`config.mk`:
```
export PLATFORM = sky130hd
export DESIGN_NAME = boot_strap_sampler
export DESIGN_NICKNAME = d
export VERILOG_FILES = /design/src/rtl/boot_strap_pkg.sv /design/src/rtl/boot_strap_sampler_sync.sv /design/src/rtl/boot_strap_sampler.sv
export SDC_FILE = /design/constraint.sdc
export NUM_CORES = 1
export LEC_CHECK = 0
export BUFFER_PORTS_ARGS = -buffer_cell sky130_fd_sc_hd__buf_2
export CORE_MARGIN = 2
export CORE_UTILIZATION = 55
export CTS_CLUSTER_DIAMETER = 60
export DETAILED_ROUTE_END_ITERATION = 12
export HOLD_SLACK_MARGIN = 0.08
export PLACE_DENSITY = 0.73
export SYNTH_ARGS = -nofsm -noshare
export SYNTH_HDL_FRONTEND = slang
export SYNTH_SLANG_ARGS = --single-unit
```
`constraint.sdc`:
```
create_clock -name clk_i -period 3.7 [get_ports clk_i]
set_clock_uncertainty 0.15 [all_clocks]
set_input_delay 0.74 -clock clk_i [delete_from_list [all_inputs] [get_ports clk_i]]
set_output_delay 0.74 -clock clk_i [all_outputs]
set_load 0.05 [all_outputs]
```
`src/rtl/boot_strap_pkg.sv`:
```
// ---------------------------------------------------------------------------
// boot_strap_pkg
// Types shared by the boot strap sampler and its synchroniser:
//   bootmode_e    - boot source encoding presented to the boot ROM
//   strap_t       - one complete strap set {mode, dbg, clk_byp}
//   strap_state_e - capture FSM states
//   fallback_straps() - strap set used when the pads never settle
// ---------------------------------------------------------------------------
package boot_strap_pkg;

   typedef enum logic [1:0] {
      BOOT_JTAG       = 2'd0,
      BOOT_SPI_FLASH  = 2'd1,
      BOOT_HYPERFLASH = 2'd2,
      BOOT_PRELOAD    = 2'd3
   } bootmode_e;

   typedef struct packed {
      bootmode_e mode;
      logic      dbg;
      logic      clk_byp;
   } strap_t;

   typedef enum logic [1:0] {
      ST_SYNC,
      ST_FILTER,
      ST_LOCKED
   } strap_state_e;

   // Safe strap set: debug and clock bypass disabled, given boot mode.
   function automatic strap_t fallback_straps(input bootmode_e mode);
      strap_t s;
      s.mode    = mode;
      s.dbg     = 1'b0;
      s.clk_byp = 1'b0;
      return s;
   endfunction

endpackage

```
`src/rtl/boot_strap_sampler_sync.sv`:
```
// ---------------------------------------------------------------------------
// strap_sync
// Multi-flop synchroniser for asynchronous strap pad levels.
//   clk_i  - system clock
//   rst_i  - synchronous active-high reset, clears every stage to 0
//   d_i    - asynchronous pad levels (WIDTH bits)
//   q_o    - synchronised levels, STAGES cycles later
// ---------------------------------------------------------------------------
module strap_sync #(
   parameter int unsigned WIDTH  = 4,
   parameter int unsigned STAGES = 2
) (
   input  logic             clk_i,
   input  logic             rst_i,
   input  logic [WIDTH-1:0] d_i,
   output logic [WIDTH-1:0] q_o
);

   logic [STAGES-1:0][WIDTH-1:0] sync_q;

   // Shift chain: stage 0 samples the pads, last stage is the clean copy.
   always_ff @(posedge clk_i) begin
      if (rst_i) begin
         sync_q <= '0;
      end else begin
         sync_q <= {sync_q[STAGES-2:0], d_i};
      end
   end

   assign q_o = sync_q[STAGES-1];

endmodule

```
`src/rtl/boot_strap_sampler.sv`:
```
// ---------------------------------------------------------------------------
// boot_strap_sampler
// Captures the boot strap pads once after reset (or on relatch request):
// synchronise, require a run of identical samples, then latch and flag valid.
// Falls back to safe defaults if the pads never settle within the timeout.
//   clk_i          - system clock
//   rst_i          - synchronous reset, active-high
//   boot_mode_i    - boot mode pads (async)
//   debug_en_i     - debug enable pad (async)
//   clk_byp_en_i   - clock bypass pad (async)
//   debug_lock_i   - fuse lock, forces debug_en_o low (combinational)
//   relatch_i      - pulse: re-sample the pads while locked
//   boot_mode_o    - latched boot mode
//   debug_en_o     - latched debug enable masked by debug_lock_i
//   clk_byp_en_o   - latched clock bypass enable
//   straps_valid_o - outputs hold an accepted or fallback strap set
//   straps_err_o   - last capture timed out, outputs are fallback values
// ---------------------------------------------------------------------------
module boot_strap_sampler
   import boot_strap_pkg::*;
#(
   parameter int unsigned SYNC_STAGES       = 2,
   parameter int unsigned STABLE_CYCLES     = 16,
   parameter int unsigned TIMEOUT_CYCLES    = 1024,
   parameter bootmode_e   DEFAULT_BOOT_MODE = BOOT_SPI_FLASH
) (
   input  logic       clk_i,
   input  logic       rst_i,
   input  logic [1:0] boot_mode_i,
   input  logic       debug_en_i,
   input  logic       clk_byp_en_i,
   input  logic       debug_lock_i,
   input  logic       relatch_i,
   output logic [1:0] boot_mode_o,
   output logic       debug_en_o,
   output logic       clk_byp_en_o,
   output logic       straps_valid_o,
   output logic       straps_err_o
);

   localparam int unsigned CNT_W   = $clog2(TIMEOUT_CYCLES + 1);
   localparam int unsigned STRAP_W = $bits(strap_t);

   strap_t           pads;
   strap_t           samp;
   strap_t           prev_q;
   strap_t           latch_q;
   strap_state_e     state_q;
   logic [CNT_W-1:0] tmo_cnt_q;
   logic [CNT_W-1:0] stable_cnt_q;
   logic [CNT_W-1:0] stable_cnt_d;
   logic             valid_q;
   logic             err_q;
   logic             same;
   logic             accept;
   logic             timeout;

   assign pads.mode    = bootmode_e'(boot_mode_i);
   assign pads.dbg     = debug_en_i;
   assign pads.clk_byp = clk_byp_en_i;

   strap_sync #(
      .WIDTH  (STRAP_W),
      .STAGES (SYNC_STAGES)
   ) u_sync (
      .clk_i (clk_i),
      .rst_i (rst_i),
      .d_i   (pads),
      .q_o   (samp)
   );

   // Run-length filter. The first FILTER sample has no valid predecessor
   // (prev_q still holds flush data), so it always starts a fresh run.
   always_comb begin
      same         = (tmo_cnt_q != '0) && (samp == prev_q);
      stable_cnt_d = '0;
      if (same) begin
         if (stable_cnt_q == CNT_W'(STABLE_CYCLES - 1)) begin
            stable_cnt_d = stable_cnt_q;
         end else begin
            stable_cnt_d = stable_cnt_q + CNT_W'(1);
         end
      end
      accept  = (stable_cnt_d == CNT_W'(STABLE_CYCLES - 1));
      timeout = (tmo_cnt_q == CNT_W'(TIMEOUT_CYCLES - 1));
   end

   // Capture FSM; tmo_cnt doubles as the flush counter while in SYNC.
   always_ff @(posedge clk_i) begin
      if (rst_i) begin
         state_q      <= ST_SYNC;
         tmo_cnt_q    <= '0;
         stable_cnt_q <= '0;
         prev_q       <= '0;
         latch_q      <= fallback_straps(DEFAULT_BOOT_MODE);
         valid_q      <= 1'b0;
         err_q        <= 1'b0;
      end else begin
         prev_q <= samp;
         case (state_q)
            ST_SYNC: begin
               if (tmo_cnt_q == CNT_W'(SYNC_STAGES - 1)) begin
                  state_q      <= ST_FILTER;
                  tmo_cnt_q    <= '0;
                  stable_cnt_q <= '0;
               end else begin
                  tmo_cnt_q <= tmo_cnt_q + CNT_W'(1);
               end
            end
            ST_FILTER: begin
               stable_cnt_q <= stable_cnt_d;
               tmo_cnt_q    <= tmo_cnt_q + CNT_W'(1);
               // A stable run wins over a simultaneous timeout.
               if (accept) begin
                  latch_q <= samp;
                  err_q   <= 1'b0;
                  valid_q <= 1'b1;
                  state_q <= ST_LOCKED;
               end else if (timeout) begin
                  latch_q <= fallback_straps(DEFAULT_BOOT_MODE);
                  err_q   <= 1'b1;
                  valid_q <= 1'b1;
                  state_q <= ST_LOCKED;
               end
            end
            ST_LOCKED: begin
               // Old strap set stays visible until the next capture latches.
               if (relatch_i) begin
                  valid_q      <= 1'b0;
                  state_q      <= ST_SYNC;
                  tmo_cnt_q    <= '0;
                  stable_cnt_q <= '0;
               end
            end
            default: begin
               state_q <= ST_SYNC;
            end
         endcase
      end
   end

   assign boot_mode_o    = latch_q.mode;
   assign debug_en_o     = latch_q.dbg & ~debug_lock_i;
   assign clk_byp_en_o   = latch_q.clk_byp;
   assign straps_valid_o = valid_q;
   assign straps_err_o   = err_q;

endmodule

```
# After elaboration in Yosys (flattened, before gate mapping)
# Index checks and enable logic that the tools add are counted.
[totals]
input_bits = 8
word_cells = 57
latch_bits = 0
ram_bits = 0
n_memories = 0
mem_bits_ro = 0
regBits = 42
[op_classes]
bitwise_logic = 2
n_addsub = 2
n_lt_le_gt_ge = 0
n_eq_ne = 10
n_reduce_logical = 11
n_shift = 0
muxes = 19
n_mul = 0
div = 0
[ops]
columns = ["operator", "n"]
rows = [
  ["$pmux W11 S3", 2],
  ["$mux W11", 5],
  ["$add A11 B1 Y11 const B", 2],
  ["$eq A11 B4 Y1 const B", 2],
  ["$eq A11 B1 Y1 const B", 1],
  ["$eq A11 B10 Y1 const B", 1],
  ["$reduce_bool A11 Y1", 1],
  ["$reduce_and A3 Y1", 3],
  ["$mux W2", 4],
  ["$mux W4", 2],
  ["$pmux W2 S3", 1],
  ["$eq A4 B4 Y1", 1],
  ["$mux W1", 4],
  ["$ne A2 B2 Y1 const B", 2],
  ["$reduce_and A2 Y1", 2],
  ["$reduce_bool A2 Y1", 2],
  ["$ne A3 B3 Y1 const B", 1],
  ["$reduce_bool A3 Y1", 1],
  ["$eq A2 B1 Y1 const B", 1],
  ["$eq A2 B2 Y1 const B", 1],
  ["$logic_not A2 Y1", 1],
  ["$pmux W1 S2", 1],
  ["$and A1 B1 Y1", 1],
  ["$logic_and A1 B1 Y1", 1],
  ["$not A1 Y1", 1],
]

# Logic depth before layout (Yosys ltp)
[depth]
ltp_word = 6
ltp_mapped = 10

# Cells and area by module
# Synthesis repeated with hierarchy kept, for this count alone.
[hier_totals]
cells_unflattened = 268
area_unflattened_um2 = 2318.5
[modules_own_cells]
columns = ["module", "seq_area_each_um2", "cells_each", "area_each_um2", "instances"]
rows = [
  ["boot_strap_sampler", 680.7, 248, 2078.2, 1],
  ["strap_sync", 160.2, 20, 240.2, 1],
]

# Worst setup path before layout
# No wires, ideal clock.
[synth_timing]
path_type = "reg2reg"
start = "reg stable_cnt_q[1]"
end = "reg latch_q, in the netlist boot_mode_o[1]"
arrival_ns = 2.153
path_slack_ns = 1.280
path_stages_with_launch = 9
path_buffers = 0
synth_period_minus_slack_ns = 2.420
t_required_ns = 3.433
cell_sequence = "dfxtp_1 -> ha_1 -> nand3_2 -> nor4_1 -> o22ai_2 -> a2111oi_4 -> or2_2 -> a21oi_2 -> a22o_1"
[synth_between]
elab_chain_cells = 6
word_cells_on_any_way = 8
[synth_lines]
columns = ["item", "line_no", "text"]
rows = [
  ["start, declared", "boot_strap_sampler.sv:50", "logic [CNT_W-1:0] stable_cnt_q;"],
  ["start signal, assigned", "boot_strap_sampler.sv:111", "stable_cnt_q <= stable_cnt_d;"],
  ["$add A11 B1 Y11 or $eq A11 B4 Y1 (tied branches)", "boot_strap_sampler.sv:81, boot_strap_sampler.sv:78", ""],
  ["$mux W11 (*)", "boot_strap_sampler.sv:78", "if (stable_cnt_q == CNT_W'(STABLE_CYCLES - 1)) begin"],
  ["$mux W11 (*)", "boot_strap_sampler.sv:77", "if (same) begin"],
  ["$eq A11 B4 Y1 (*)", "boot_strap_sampler.sv:84", "accept = (stable_cnt_d == CNT_W'(STABLE_CYCLES - 1));"],
  ["$reduce_bool A2 Y1 (no source line)", "-", ""],
  ["$reduce_and A2 Y1 (no source line)", "-", ""],
  ["end signal, assigned", "boot_strap_sampler.sv:95", "latch_q <= fallback_straps(DEFAULT_BOOT_MODE);"],
  ["end signal, assigned", "boot_strap_sampler.sv:115", "latch_q <= samp;"],
  ["end signal, assigned", "boot_strap_sampler.sv:120", "latch_q <= fallback_straps(DEFAULT_BOOT_MODE);"],
  ["end, declared", "boot_strap_sampler.sv:47", "strap_t latch_q;"],
]
# Every way passes the cells marked *; elsewhere a longest branch is shown, timed or not.
# A chain may end at the register's enable or synchronous reset.

# Worst setup path in the final report
[layout_timing]
start = "reg stable_cnt_q[0]"
end = "reg latch_q[1] (netlist bit)"
# The elaborated chain is that of the path after synthesis.

==> run metrics <==
clock-pin slew on the worst setup and hold paths 80 ps; setup repair bufs after CTS 0; CTS tree done; gpl congestion 0.884; core area 3940 µm²; Worst Path Arrival 2790 ps; post-route cell area 2360 µm²; logic gate share of total power 0.214; peak supply drop 345 µV; fin. max-slew vios 0; Synth Instances 257; CP Launch Type register; Via density 5.62; register cell area after layout 841 µm²; synthesized area 2230 µm²; RSZ-0062 raised after global routing no; clk root buf clkbuf_8; TritonRoute pass-1 iters 4; Sw Share 0.332; chip width 67.6 µm; number of flops mapped to enable cells by yosys 0; diode count 0; I/O pins 14; Final Net Count 280; Inserted Clock Buffers 5; most numerous cell in the Yosys netlist dfxtp_1; power share of the sequential group 0.482; YS warnings 0; area of the multi-input gates 1250 µm²; post-synth top area share 0.378; top post-synthesis cells by count 42 x dfxtp_1, 27 x nor2_1, 17 x nand2_1, 16 x nor2b_1, 14 x a21oi_1; maxcap violations 0; via count 1764; Routed Antenna Nets 0; largest net degree at the start of global routing 31; routed len/inst 13.5 µm; CTS max path bufs 2; worst hold slack 290 ps; Synth-to-Final Area Change 5.90%; drt first-iter violations 224; async set-or-reset flop fraction in the synthesized netlist 0; Total Neg Setup Slack 0 ps; total grt overflow 0; post-DP HPWL 2.97 mm; CP required 3750 ps; synth top area cells dfxtp_1 38%, ha_1 5.1%, nor2_1 4.6%; post-synth net total 274; hold crit path type register to register; Setup-failing EPs final 0; Rel. slew slack 0.620; Cell Rows 23; clock share of power 0.304; worst-path fanout max 10; area leader, netlist dfxtp_1; htree depth 2; die area 4570 µm²; register area share after synthesis 0.378; status finished clean; leakage 0.869 nW; CP startpoint stable_cnt_q[0]; Post-DP Area 2260 µm²; dominant synthesized flop cell dfxtp_1; Fin. Hold Viols 0; post-CTS sizing 0; flops & latches, synth 42; initial antenna violation count 0; vias in the first global route 1526; # fillers 356; share of cells above drive strength 1 0.133; worst-margin pin slew 565 ps; Largest stage delay, worst path 490 ps; Avg Cell Area, Syn 8.67 µm²; Tot GR Track Use 0.201; hold_buf cts 0; die span in y 67.6 µm; fmax 365 MHz; CP endpoint kind register; Cell Pwr Density 434 nW/µm²; crit path time final 2740 ps; Skew-Pair Late Insertion Delay 300 ps; overall power 0.00102 W; Starting Density 0.565; first-pass GRT wire length 6.86 mm; # DRC 0; crit-path cells ha_1, nand3_2, nor4_1, o22ai_2, a2111oi_4, or2_2, a21oi_2, a22o_1; final wirelength 4.24 mm; I/O Buffers 13; critical path type register to register; Hold Path Origin u_sync.sync_q[0]; Cell Int Power 0.000684 W; Tcrit/Tclk final 0.740; Distinct cells, synth 51; reg2reg start stable_cnt_q[0]; CTS Sinks 42; Psw 0.000340 W; Crit-path slowest cell dfxtp_1
## cell usage in the layout, fill, tap and decap left out, types with 7 or more instances in the layout
cell	instances
buf_2	13
inv_1	11
nor3_1	10
nor2b_1	16
o21ai_0	13
dfxtp_1	42
a21oi_1	14
nor2_1	27
nand4_1	7
nand2_1	17
xor2_1	10
ha_1	9
## power groups by stage
stage                     registers (W)  logic (W)  clock network [W]
after floorplan                0.000498   0.000187                  0
final                          0.000493   0.000219           0.000311
after CTS                      0.000493   0.000221           0.000318
after global placement         0.000503   0.000217                  0
after global routing           0.000498   0.000248           0.000336
after detailed placement       0.000504   0.000220                  0
## critical path, delay by kind of cell (launching register included)
kind | cells | cell delay, ps
flops | 1 | 490
fa+ha+maj | 1 | 320
simple gates | 3 | 800
compound gates | 4 | 880
## state kept, by name (all words and copies together) (netlist names), 2 cells and up
name and flops:
boot_mode_o 2, prev_q 4, stable_cnt_q 11, state_q 2, tmo_cnt_q 11, u_sync.q_o 4
u_sync.sync_q 4
## kinds of logic after synthesis
group	after synthesis	synth area share
buffers and inverters	26	0.0624
adders and majority gates	9	0.0506
and+or+nand+nor	109	0.273
DFF	42	0.378
muxes	3	0.0135
xor gates and xnor gates	12	0.0472
AOI/OAI and AO/OA	56	0.176
## path summary, 6_finish.rpt
check	end	slack, ps	cells after the start
max	latch_q[1]	960	8
min	u_sync.q_o[0]	290	1
max reg2reg	latch_q[1]	960	8
min reg2reg	u_sync.q_o[0]	290	1
## per-layer routing
metal | share of wire | routed length [µm] | track usage
met1 | 0.48 | 2020 | 0.250
met2 | 0.48 | 2030 | 0.336
met3 | 0.036 | 154 | 0.0567
met4 | 0.0068 | 29 | 0.0587
met5 | 0 | 0 | 0
## cell type report
class,instances,area share
Inverter,11,0.0175
Multi-Input combinational cell,189,0.529
Clock inverter,3,0.0106
Timing Repair Buffer,14,0.0308
Tap cell,50,0.0265
Clock buffer,5,0.0292
Sequential cell,42,0.356
## stage by stage
stage	util	cells	setup WS (ps)
after global routing	0.598	314	751
after detailed placement	0.574	306	987
after floorplan	-	257	1280
after global placement	0.574	306	1020
after CTS	0.598	314	965
final	0.598	314	960
Power figures use the tool's default switching activity.
